File: config.mk
export PLATFORM = sky130hd
export DESIGN_NAME = bus_arbiter_rr
export DESIGN_NICKNAME = d
export VERILOG_FILES = /design/src/rtl/bus_arbiter_rr.sv
export SDC_FILE = /design/constraint.sdc
export NUM_CORES = 1
export LEC_CHECK = 0
export BUFFER_PORTS_ARGS = -buffer_cell sky130_fd_sc_hd__buf_2
export CAP_MARGIN = 30
export CORE_MARGIN = 2
export CORE_UTILIZATION = 46
export DETAILED_ROUTE_END_ITERATION = 12
export GPL_ROUTABILITY_DRIVEN = 0
export PLACE_DENSITY = 0.79
export SLEW_MARGIN = 10
export SYNTH_ARGS = -nofsm -noshare
export SYNTH_HDL_FRONTEND = slang
export SYNTH_SLANG_ARGS = --single-unit
File: constraint.sdc
create_clock -name clk -period 2.6 [get_ports clk]
set_input_delay 0.13 -clock clk [delete_from_list [all_inputs] [get_ports clk]]
set_output_delay 0.13 -clock clk [all_outputs]
set_load 0.02 [all_outputs]
File: src/rtl/bus_arbiter_rr.sv
// Round-robin arbiter for the 4-master shared bus.
// Grants are one-hot and active-low. The bus parks on the last owner.
// A burst limit, counted in completed transfers, stops one master from
// holding the bus while others wait.
//
// rule    | meaning
// --------+---------------------------------------------------------------
// release | owner not requesting: hand over to the next requester in order
//         | owner+1, owner+2, owner+3; if nobody requests, stay parked
// preempt | transfer done, burst full, another requester waiting: hand over
// count   | transfer done while the owner requests: count it, saturating
// hold    | nothing changes
module bus_arbiter_rr #(
  parameter int MAX_BURST = 8,
  parameter int CNT_W     = 4
) (
  input  logic       clk,
  input  logic       reset,
  input  logic       m0_req_,
  input  logic       m1_req_,
  input  logic       m2_req_,
  input  logic       m3_req_,
  input  logic       m_rdy_,
  output logic       m0_grant_,
  output logic       m1_grant_,
  output logic       m2_grant_,
  output logic       m3_grant_,
  output logic [1:0] owner,
  output logic       preempt
);

  // Last count before a burst is full. With MAX_BURST of 0 the counter never moves.
  localparam logic [CNT_W-1:0] LAST = (MAX_BURST == 0) ? '0 : CNT_W'(MAX_BURST - 1);

  logic [3:0]       req;
  logic [1:0]       owner_q, owner_d;
  logic [3:0]       grant_q, grant_d;
  logic [CNT_W-1:0] cnt_q, cnt_d;
  logic             preempt_q, preempt_d;
  logic             found;
  logic [1:0]       next_req;
  logic [1:0]       cand;

  assign req = ~{m3_req_, m2_req_, m1_req_, m0_req_};

  // Find the first requester other than the owner, starting at owner+1.
  // Decide on release, preemption or counting. The grant vector is computed
  // from the next owner, so grants switch on the same edge as owner.
  always_comb begin
    found     = 1'b0;
    next_req  = owner_q;
    cand      = '0;
    owner_d   = owner_q;
    cnt_d     = cnt_q;
    preempt_d = 1'b0;
    for (int i = 1; i < 4; i++) begin
      cand = owner_q + 2'(i);
      if (!found && req[cand]) begin
        found    = 1'b1;
        next_req = cand;
      end
    end
    if (!req[owner_q]) begin
      if (found) owner_d = next_req;
      cnt_d = '0;
    end else if (!m_rdy_) begin
      if (MAX_BURST != 0 && cnt_q == LAST && found) begin
        owner_d   = next_req;
        cnt_d     = '0;
        preempt_d = 1'b1;
      end else if (MAX_BURST != 0 && cnt_q != LAST) begin
        cnt_d = cnt_q + 1'b1;
      end
    end
    grant_d = ~(4'b0001 << owner_d);
  end

  // Arbitration state register with synchronous reset. After reset the bus is parked on master 0.
  always_ff @(posedge clk) begin
    if (reset) begin
      owner_q   <= 2'd0;
      grant_q   <= 4'b1110;
      cnt_q     <= '0;
      preempt_q <= 1'b0;
    end else begin
      owner_q   <= owner_d;
      grant_q   <= grant_d;
      cnt_q     <= cnt_d;
      preempt_q <= preempt_d;
    end
  end

  assign owner     = owner_q;
  assign preempt   = preempt_q;
  assign m0_grant_ = grant_q[0];
  assign m1_grant_ = grant_q[1];
  assign m2_grant_ = grant_q[2];
  assign m3_grant_ = grant_q[3];

endmodule

==> flow_summary.json, run 1 <==
{
  "outcome": "completed",
  "clock_sink_count": 11,
  "maxCapViolations": 0,
  "grt_setup_unrepaired": "no",
  "synthesis.yosys.warnings": 0,
  "hold_class": "in2reg",
  "period_needed_ns": 2.13,
  "power.total_mw": 0.441,
  "antenna_cells_inserted": 0,
  "fmaxAchievable_mhz": 470,
  "dieWidth_um": 42.4,
  "synthSimpleGateAreaFrac": 0.292,
  "route.detailed.wl_per_inst_um": 12.9,
  "switching_share": 0.328,
  "ys.flop_type": "sky130_fd_sc_hd__dfxtp_1",
  "synth_compound_gate_area_share": 0.248,
  "finalWirelength_mm": 1.33,
  "cts_max_level": 1,
  "buffer_ports.inserted": 13,
  "floorplan.rows": 13,
  "post_cts_resized": 0,
  "cellInternalPower_mw": 0.297,
  "final-setup-viol-count": 0,
  "p_sw_mw": 0.145,
  "postSynthNetCount": 82,
  "p_per_area_nw_per_um2": 577,
  "critical_path_class": "reg2reg",
  "inserted_clock_buffers": 3,
  "critical_path.endpoint_type": "flip-flop",
  "filler_cell_count": 135,
  "vias": 588,
  "power_leakage_nw": 0.300,
  "synth-edff-count": 0,
  "dpl.hpwl_um": 998,
  "layout_commonest_cell": "sky130_fd_sc_hd__buf_2",
  "post_synth_xor_area_fraction": 0,
  "design.die.area_um2": 1790,
  "post_route_setup_tns_ns": 0,
  "slew_viols_final": 0,
  "crit_chain": "mux4_2 > clkinv_2 > a2111oi_2 > a311oi_2 > or3b_1",
  "route.detailed.vias_per_inst": 5.71,
  "drt_pre_antenna_iters": 4,
  "tightestPinTransition_ns": 0.491,
  "grt_first_pass_wirelength_mm": 2.39,
  "clockRootBuffer": "sky130_fd_sc_hd__clkbuf_4",
  "floorplan.initialDensity": 0.508,
  "overall_die_height_um": 42.4,
  "cts.clk_slew.worst_paths_ns": 0.07,
  "worst-path-max-fanout": 13,
  "drt-initial-drc-count": 11,
  "core-area_um2": 1330,
  "register_bit_total_from_synthesis": 11,
  "cp_data_required_time_ns": 2.75,
  "drive_gt1_frac": 0.295,
  "synthesis.instances": 74,
  "grt.total_usage": 0.171,
  "finClkSkew_ns": 0.00574,
  "grt.overflow.total": 0,
  "combPwrFrac": 0.288,
  "drtAntennaViolNets": 0,
  "syn_area_um2": 677,
  "finalHoldViolCount": 0,
  "final_net_count": 97,
  "synth-seq-area-share": 0.325,
  "cts-hold-fix-buffers": 0,
  "synthDistinctLibCells": 38,
  "drc": 0,
  "first_global_vias": 550,
  "async_reset_ff_frac": 0,
  "slew-limit-headroom": 0.668,
  "final_cell_mix": "sky130_fd_sc_hd__buf_2, sky130_fd_sc_hd__dfxtp_1, sky130_fd_sc_hd__a21oi_1",
  "clock_tree.buffer_depth": 2,
  "synth_top_family_by_area": "simple AND/OR/NAND/NOR gates",
  "initial_antenna_violation_count": 0,
  "avgSynthCellArea_um2": 9.15,
  "critPathLaunchType": "flip-flop",
  "area_growth_synth_to_finish_pct": 12.9,
  "adder_cell_share_of_the_synthesized_area": 0.0185,
  "cpPeakStageDelay_ns": 0.61,
  "clkLatencyLatePin_ns": 0.26,
  "postCtsSetupRepairBufs": 0,
  "period_share": 0.818,
  "yosys-mux-area-fraction": 0.0628,
  "p_seq_frac": 0.458,
  "ir_worst_vdd_uv": 394,
  "tritoncts_clock_tree": "yes",
  "cp_data_arrival_time_ns": 2.27,
  "cp_max_stage_cell": "sky130_fd_sc_hd__mux4_2",
  "grt_start_max_net_pins": 14,
  "io_pins": 14,
  "clkPwrFrac": 0.255
}
[worst paths after layout]
kind,from,endpoint,slack (ns),cells after the start
setup / recovery,owner[1],grant_q[2],0.47,5
hold / removal,reset,grant_q[0],0.08,2
setup reg to reg,owner[1],grant_q[2],0.47,5
hold reg to reg,cnt_q[3],cnt_q[3],0.47,2
[worst max-delay path, delay by kind of cell (launching register included)]
kind	cells	cell delay [ns]
multiplexers	1	0.61
AND/OR/NAND/NOR	1	0.39
flip-flops	1	0.54
buffers and inverters	1	0.10
AO/OA/AOI/OAI	2	0.38
[state kept, by name, summed over array words and instances, names as in the netlist]
register	flops
preempt	1
owner	2
cnt_q	4
grant_q	4
[cell usage after synthesis (all sizes together) (2+ instances only)]
library cell | count | area share
dfxtp | 11 | 0.33
a21oi | 6 | 0.044
nand2 | 5 | 0.028
nor2 | 5 | 0.028
or3 | 4 | 0.037
buf | 3 | 0.035
nor3 | 3 | 0.030
o21ai | 3 | 0.022
or3b | 3 | 0.039
and3b | 2 | 0.026
inv | 2 | 0.011
mux2i | 2 | 0.030
nand2b | 2 | 0.018
nor2b | 2 | 0.018
[metal layers]
layer | share of wire | up-vias | track usage
met3 | 0.031 | 2 | 0.0388
met4 | 0.011 | 0 | 0.0563
met5 | 0 | - | 0
li1 | - | 305 | -
met2 | 0.47 | 11 | 0.268
met1 | 0.48 | 270 | 0.230
[logic make-up after synthesis]
kind of cell,after synthesis
buffers and inverters,6
AOI/OAI and AO/OA,21
adders and majority gates,1
muxes,3
and+or+nand+nor,32
DFF,11
[metrics by stage]
step	cells	hold slack (ns)	util	setup WS [ns]	instance area [µm²]
3_5_place_dp	99	0.368	0.553	0.503	737
4_1_cts	103	0.0816	0.573	0.491	764
2_1_floorplan	74	0.199	-	0.644	677
3_3_place_gp	99	0.364	0.553	0.574	737
5_1_grt	103	0.0989	0.573	0.326	764
6_report	103	0.0844	0.573	0.474	764
[final cells by class]
| type | instances | area [µm²] | area share |
|---|---|---|---|
| flip-flops and latches | 11 | 220 | 0.288 |
| inverters | 3 | 12.5 | 0.0164 |
| well taps | 15 | 18.8 | 0.0245 |
| multi-input cells | 57 | 420 | 0.550 |
| clock buffers | 3 | 22.5 | 0.0295 |
| clock inverters | 1 | 5.00 | 0.00655 |
| repair buffers | 13 | 65.1 | 0.0851 |
[power by group through the flow]
| stage | Combinational [mW] | Sequential (mW) | Clock (mW) |
|---|---|---|---|
| detailed placement | 0.127 | 0.206 | 0 |
| CTS | 0.128 | 0.202 | 0.116 |
| global placement | 0.123 | 0.205 | 0 |
| global route | 0.140 | 0.205 | 0.126 |
| finish | 0.127 | 0.202 | 0.112 |
| floorplan | 0.0895 | 0.212 | 0 |
No activity file was read; power rests on OpenSTA's default activity.
==> run 2: changes to the inputs <==
Settings changed: ABC_AREA set to 1, PLACE_DENSITY 0.79 to 0.81.
Clock period 2.6 ns to 1.9 ns, I/O delays scaled along.
==> run 2 against run 1 <==
Against the previous run: core utilization is 2.0 points lower; clock skew is 0.0016 ns lower; critical path depth is 5 higher; maximum frequency is 27% higher; global-route usage is 0.34 points lower; non-clock buffer count is 1 higher; final area is 7.7% higher; critical path type unchanged; largest power group is now combinational cells.
==> flow_summary.json, run 2 <==
{
  "inserted_clock_buffers": 3,
  "final_cell_mix": "sky130_fd_sc_hd__nand2_1, sky130_fd_sc_hd__inv_1, sky130_fd_sc_hd__nand3_1, sky130_fd_sc_hd__buf_2, sky130_fd_sc_hd__dfxtp_1",
  "design.die.area_um2": 1890,
  "route.detailed.vias_per_inst": 4.98,
  "clock_sink_count": 11,
  "vias": 722,
  "grt.total_usage": 0.167,
  "outcome": "completed",
  "fmaxAchievable_mhz": 598,
  "slew-limit-headroom": 0.750,
  "setup.reg_to_reg.worst_slack_ns": 0.23,
  "ys.flop_type": "sky130_fd_sc_hd__dfxtp_1",
  "preCtsSetupSlack_ns": 0.240,
  "drt_pre_antenna_iters": 4,
  "finClkSkew_ns": 0.00410,
  "filler_cell_count": 128,
  "clkLatencyLatePin_ns": 0.26,
  "clkPwrFrac": 0.116,
  "synthesis.instances": 112,
  "period_share": 0.881,
  "io_pins": 14,
  "maxCapViolations": 0,
  "combPwrFrac": 0.642,
  "grt_setup_unrepaired": "no",
  "final_net_count": 138,
  "area_growth_synth_to_finish_pct": 15.0,
  "drtAntennaViolNets": 0,
  "power_leakage_nw": 0.429,
  "async_reset_ff_frac": 0,
  "post_cts_resized": 0,
  "synth-seq-area-share": 0.308,
  "tritoncts_clock_tree": "yes",
  "p_seq_frac": 0.242,
  "grt.overflow.total": 0,
  "critical_path.endpoint_type": "flip-flop",
  "core-area_um2": 1490,
  "p_per_area_nw_per_um2": 1630,
  "grt_start_max_net_pins": 11,
  "tightestPinTransition_ns": 0.372,
  "worst_reg2reg_endpoint": "grant_q[1]",
  "route.detailed.wl_per_inst_um": 9.63,
  "yosys-top-cells-count": "sky130_fd_sc_hd__nand2_1, sky130_fd_sc_hd__inv_1, sky130_fd_sc_hd__nand3_1",
  "drive_gt1_frac": 0.248,
  "cp_data_required_time_ns": 2.05,
  "antenna_cells_inserted": 0,
  "slew_viols_final": 0,
  "synth-edff-count": 0,
  "critPathLaunchType": "flip-flop",
  "floorplan.rows": 14,
  "postSynthNetCount": 120,
  "cts_max_level": 1,
  "switching_share": 0.509,
  "dieWidth_um": 43.4,
  "timing.hold.worst_endpoint": "owner[0]",
  "cellInternalPower_mw": 0.657,
  "syn_area_um2": 716,
  "floorplan.initialDensity": 0.481,
  "grt_first_pass_wirelength_mm": 2.46,
  "initial_antenna_violation_count": 0,
  "synth_area_leaders": "sky130_fd_sc_hd__dfxtp_1, sky130_fd_sc_hd__nand2_1, sky130_fd_sc_hd__nand3_1",
  "synthDistinctLibCells": 22,
  "post-route-worst-setup-slack_ns": 0.226,
  "synthesis.yosys.warnings": 0,
  "post_route_setup_tns_ns": 0,
  "synth_most_common_cell": "sky130_fd_sc_hd__nand2_1",
  "hold_class": "in2reg",
  "top_area_cell_type_share_of_the_netlist_area": 0.308,
  "drt-initial-drc-count": 14,
  "layout_commonest_cell": "sky130_fd_sc_hd__nand2_1",
  "buffer_ports.inserted": 13,
  "hold_start": "reset",
  "worst_hold_path.num_cells": 2,
  "avgSynthCellArea_um2": 6.39,
  "ir_worst_vdd_uv": 884,
  "critical_path_class": "reg2reg",
  "first_global_vias": 644,
  "cts-hold-fix-buffers": 0,
  "critical_path.reg2reg.startpoint": "owner[0]",
  "dpl.hpwl_mm": 1.14,
  "cp_data_arrival_time_ns": 1.82,
  "cts.clk_slew.worst_paths_ns": 0.06,
  "final-setup-viol-count": 0,
  "p_sw_mw": 0.682,
  "register_bit_total_from_synthesis": 11,
  "postCtsSetupRepairBufs": 0,
  "clock_tree.buffer_depth": 2,
  "worst-path-max-fanout": 6,
  "reg2reg_depth": 10,
  "period_needed_ns": 1.67,
  "drc": 0,
  "overall_die_height_um": 43.4,
  "clockRootBuffer": "sky130_fd_sc_hd__clkbuf_4",
  "finalWirelength_mm": 1.40,
  "finalHoldViolCount": 0,
  "synth_top_cell_by_area": "sky130_fd_sc_hd__dfxtp_1"
}
[run 2: changes by cell type after synthesis, sizes merged, moves of 4 or more]
cell / before / now
inv: 2 / 19
nand2: 5 / 42
o21ai: 3 / 8
nand3: 1 / 14
or3: 4 / 0
[run 2: through the flow]
stage / power, mW / instance area [µm²] / instances / hold slack, ns / util
floorplan: 1.03 / 716 / 112 / 0.170 / -
global placement: 1.16 / 797 / 141 / 0.322 / 0.535
detailed placement: 1.19 / 797 / 141 / 0.326 / 0.535
CTS: 1.35 / 823 / 145 / 0.0433 / 0.553
global route: 1.46 / 823 / 145 / 0.0451 / 0.553
finish: 1.34 / 823 / 145 / 0.0509 / 0.553
[run 2: critical path: stages (launching register included)]
cell,delay (ns)
sky130_fd_sc_hd__dfxtp_1,0.36
sky130_fd_sc_hd__inv_1,0.13
sky130_fd_sc_hd__nand2_1,0.12
sky130_fd_sc_hd__nand2_1,0.05
sky130_fd_sc_hd__o21ai_1,0.25
sky130_fd_sc_hd__or2_1,0.16
sky130_fd_sc_hd__nand2_2,0.06
sky130_fd_sc_hd__o21ai_2,0.14
sky130_fd_sc_hd__nand2_2,0.09
sky130_fd_sc_hd__nor2_4,0.11
sky130_fd_sc_hd__nand3_1,0.07
[run 2: power by group through the flow]
stage | Clock (mW) | Sequential [mW] | Combinational (mW)
2_1_floorplan | 0 | 0.389 | 0.641
3_3_place_gp | 0 | 0.326 | 0.835
3_5_place_dp | 0 | 0.329 | 0.856
4_1_cts | 0.161 | 0.325 | 0.861
5_1_grt | 0.173 | 0.332 | 0.957
6_report | 0.155 | 0.324 | 0.860
[run 2: worst max-delay path by stage]
stage                     slack (ns)     start          to
after detailed placement        0.24  owner[0]  grant_q[1]
after CTS                       0.23  owner[0]  grant_q[1]
after global placement          0.26  owner[0]  grant_q[0]
after global routing            0.07  owner[0]    owner[1]
final                           0.23  owner[0]  grant_q[1]
after floorplan                 0.28  owner[0]  grant_q[1]
[run 2: logic make-up (layout without fill, tap and decap cells)]
group / count (synthesis) / after routing / share of synthesized area
adders and majority gates: 1 / 1 / 0.0175
buffers and inverters: 20 / 37 / 0.115
and+or+nand+nor: 67 / 67 / 0.441
DFF: 11 / 11 / 0.308
AOI/OAI and AO/OA: 13 / 13 / 0.119
[run 2: final cells by class]
class | instances | area [µm²] | area share
flip-flops and latches | 11 | 220 | 0.267
inverters | 19 | 71.3 | 0.0866
repair buffers | 14 | 72.6 | 0.0881
well taps | 16 | 20.0 | 0.0243
clock buffers | 4 | 26.3 | 0.0319
multi-input cells | 81 | 413 | 0.502
[run 2: metal layers]
metal	vias up	routed length [µm]	global-route usage
li1	386	-	-
met2	20	680	0.284
met4	0	23	0.0909
met1	312	630	0.210
met5	-	0	0
met3	4	63	0.0125
==> run 3: changes to the inputs <==
Settings changed: SETUP_SLACK_MARGIN set to 0.5.
==> run 3 against run 2 <==
Against the previous run: sequential share of layout area shrank 6.4 points; final area rose by 38%; sequential power rose by 13%; combinational power grew 60%; global-route usage grew 7.3 points; maximum frequency increased by 2.1%; flip-flop and latch count did not move; register-to-register slack better by 0.03 ns; worst hold slack lost 0.0040 ns; final cell count rose by 12%; core utilization grew 21 points; die area did not move; largest cell class unchanged; highest routed layer unchanged.
==> flow_summary.json, run 3 (synthesis gave the netlist of run 2 again) <==
{
  "buffer_ports.inserted": 13,
  "fmaxAchievable_mhz": 610,
  "critical_path_class": "reg2reg",
  "finalWirelength_mm": 2.37,
  "drive_gt1_frac": 0.605,
  "grt_use_met1": 0.227,
  "tritoncts_clock_tree": "yes",
  "final_net_count": 156,
  "period_needed_ns": 1.64,
  "io_pins": 14,
  "area_growth_synth_to_finish_pct": 58.2,
  "use_met3": 0.0375,
  "power.total_mw": 1.90,
  "critical_path.endpoint_type": "flip-flop",
  "inserted_clock_buffers": 3,
  "slew_viols_final": 0,
  "cts.clk_slew.worst_paths_ns": 0.06,
  "final_cell_mix": "sky130_fd_sc_hd__nand2_2, sky130_fd_sc_hd__buf_4, sky130_fd_sc_hd__nand2_1",
  "vias": 871,
  "drc": 0,
  "final-setup-viol-count": 0,
  "cts_max_level": 1,
  "cp_data_required_time_ns": 2.07,
  "core-area_um2": 1490,
  "post_route_setup_tns_ns": 0,
  "clock_tree.buffer_depth": 2,
  "route.detailed.wl_per_inst_um": 14.6,
  "period_share": 0.863,
  "floorplan.initialDensity": 0.481,
  "maxCapViolations": 0,
  "initial_antenna_violation_count": 0,
  "p_per_area_nw_per_um2": 1680,
  "grt_start_max_net_pins": 8,
  "clockRootBuffer": "sky130_fd_sc_hd__clkbuf_4",
  "route.detailed.vias_per_inst": 5.34,
  "post-route-worst-setup-slack_ns": 0.260,
  "hold_class": "in2reg",
  "antenna_cells_inserted": 0,
  "worst-path-max-fanout": 7,
  "clock_sink_count": 11,
  "global_routing_met2_resource_utilization": 0.445,
  "critPathLaunchType": "flip-flop",
  "grt.overflow.total": 0,
  "busiest_layer": "met2",
  "drt-initial-drc-count": 26,
  "clkLatencyLatePin_ns": 0.27,
  "first_global_vias": 849,
  "outcome": "completed",
  "finClkSkew_ns": 0.000632,
  "filler_cell_count": 101,
  "drt_pre_antenna_iters": 4,
  "dpl.hpwl_mm": 1.12,
  "finalHoldViolCount": 0,
  "ir_worst_vdd_uv": 1170,
  "drtAntennaViolNets": 0,
  "setup.reg_to_reg.worst_slack_ns": 0.26,
  "floorplan.rows": 14,
  "grt.total_usage": 0.241,
  "cp_data_arrival_time_ns": 1.81,
  "cts-hold-fix-buffers": 0,
  "slew-limit-headroom": 0.807,
  "tightestPinTransition_ns": 0.289,
  "power_leakage_nw": 0.545,
  "grt_first_pass_wirelength_mm": 3.35,
  "design.die.area_um2": 1890,
  "preCtsSetupSlack_ns": 0.261,
  "dieWidth_um": 43.4,
  "postLayoutCoreUtil": 0.761,
  "grt_setup_unrepaired": "yes",
  "layout_commonest_cell": "sky130_fd_sc_hd__nand2_2",
  "overall_die_height_um": 43.4
}
[run 3: cell count changes in the layout (fill, tap and decap cells not counted), sizes merged]
cell	change
buf	+18
[run 3: worst max-delay path, stage by stage, from the launching register on]
cell and delay (ns):
sky130_fd_sc_hd__dfxtp_4 0.42, sky130_fd_sc_hd__buf_6 0.16, sky130_fd_sc_hd__nand2_2 0.05, sky130_fd_sc_hd__nand2_2 0.08
sky130_fd_sc_hd__nand2_2 0.07, sky130_fd_sc_hd__nand2_4 0.09, sky130_fd_sc_hd__nand2_2 0.05, sky130_fd_sc_hd__nand2_1 0.06
sky130_fd_sc_hd__nand2_1 0.09, sky130_fd_sc_hd__nand2_2 0.11, sky130_fd_sc_hd__nand3_2 0.09, sky130_fd_sc_hd__nand2_2 0.10
sky130_fd_sc_hd__nand2_4 0.07, sky130_fd_sc_hd__nand2_2 0.07, sky130_fd_sc_hd__nand2_1 0.04
[run 3: layer usage]
layer	part of all wire	vias to the layer above
met1	0.39	392
li1	-	427
met2	0.52	37
met5	0	-
met4	0.050	0
met3	0.036	15
[run 3: where the power goes]
group / internal, mW / switching (mW)
logic: 0.547 / 0.829
registers: 0.301 / 0.0657
clock network: 0.0813 / 0.0743
[run 3: path summary, 6_finish.rpt]
kind	from	endpoint	depth (start not counted)
setup / recovery	owner[0]	grant_q[0]	14
hold / removal	reset	owner[0]	2
setup reg to reg	owner[0]	grant_q[0]	14
hold reg to reg	cnt_q[2]	cnt_q[2]	2
[run 3: layout make-up]
cell class,instances,area [µm²],share of cell area
sequential,11,230,0.203
clock buffer,4,26.3,0.0232
tap,16,20.0,0.0177
timing repair buffer,32,211,0.187
multi-input combinational,81,563,0.497
inverter,19,81.3,0.0718
[run 3: timing repair]
action | CTS | global route
gates resized for setup | 28 | 20
buffers inserted | 16 | 3
endpoints found under the setup margin | 10 | 11
gates cloned | 0 | 0
pin swaps | 14 | 19
[run 3: metrics by stage]
stage	hold slack, ns	cell area (µm²)	std cells
final	0.0469	1130	163
after global routing	0.0519	1130	163
after CTS	0.0311	1040	160
after detailed placement	0.323	817	140
after global placement	0.318	817	140
after floorplan	0.161	743	112
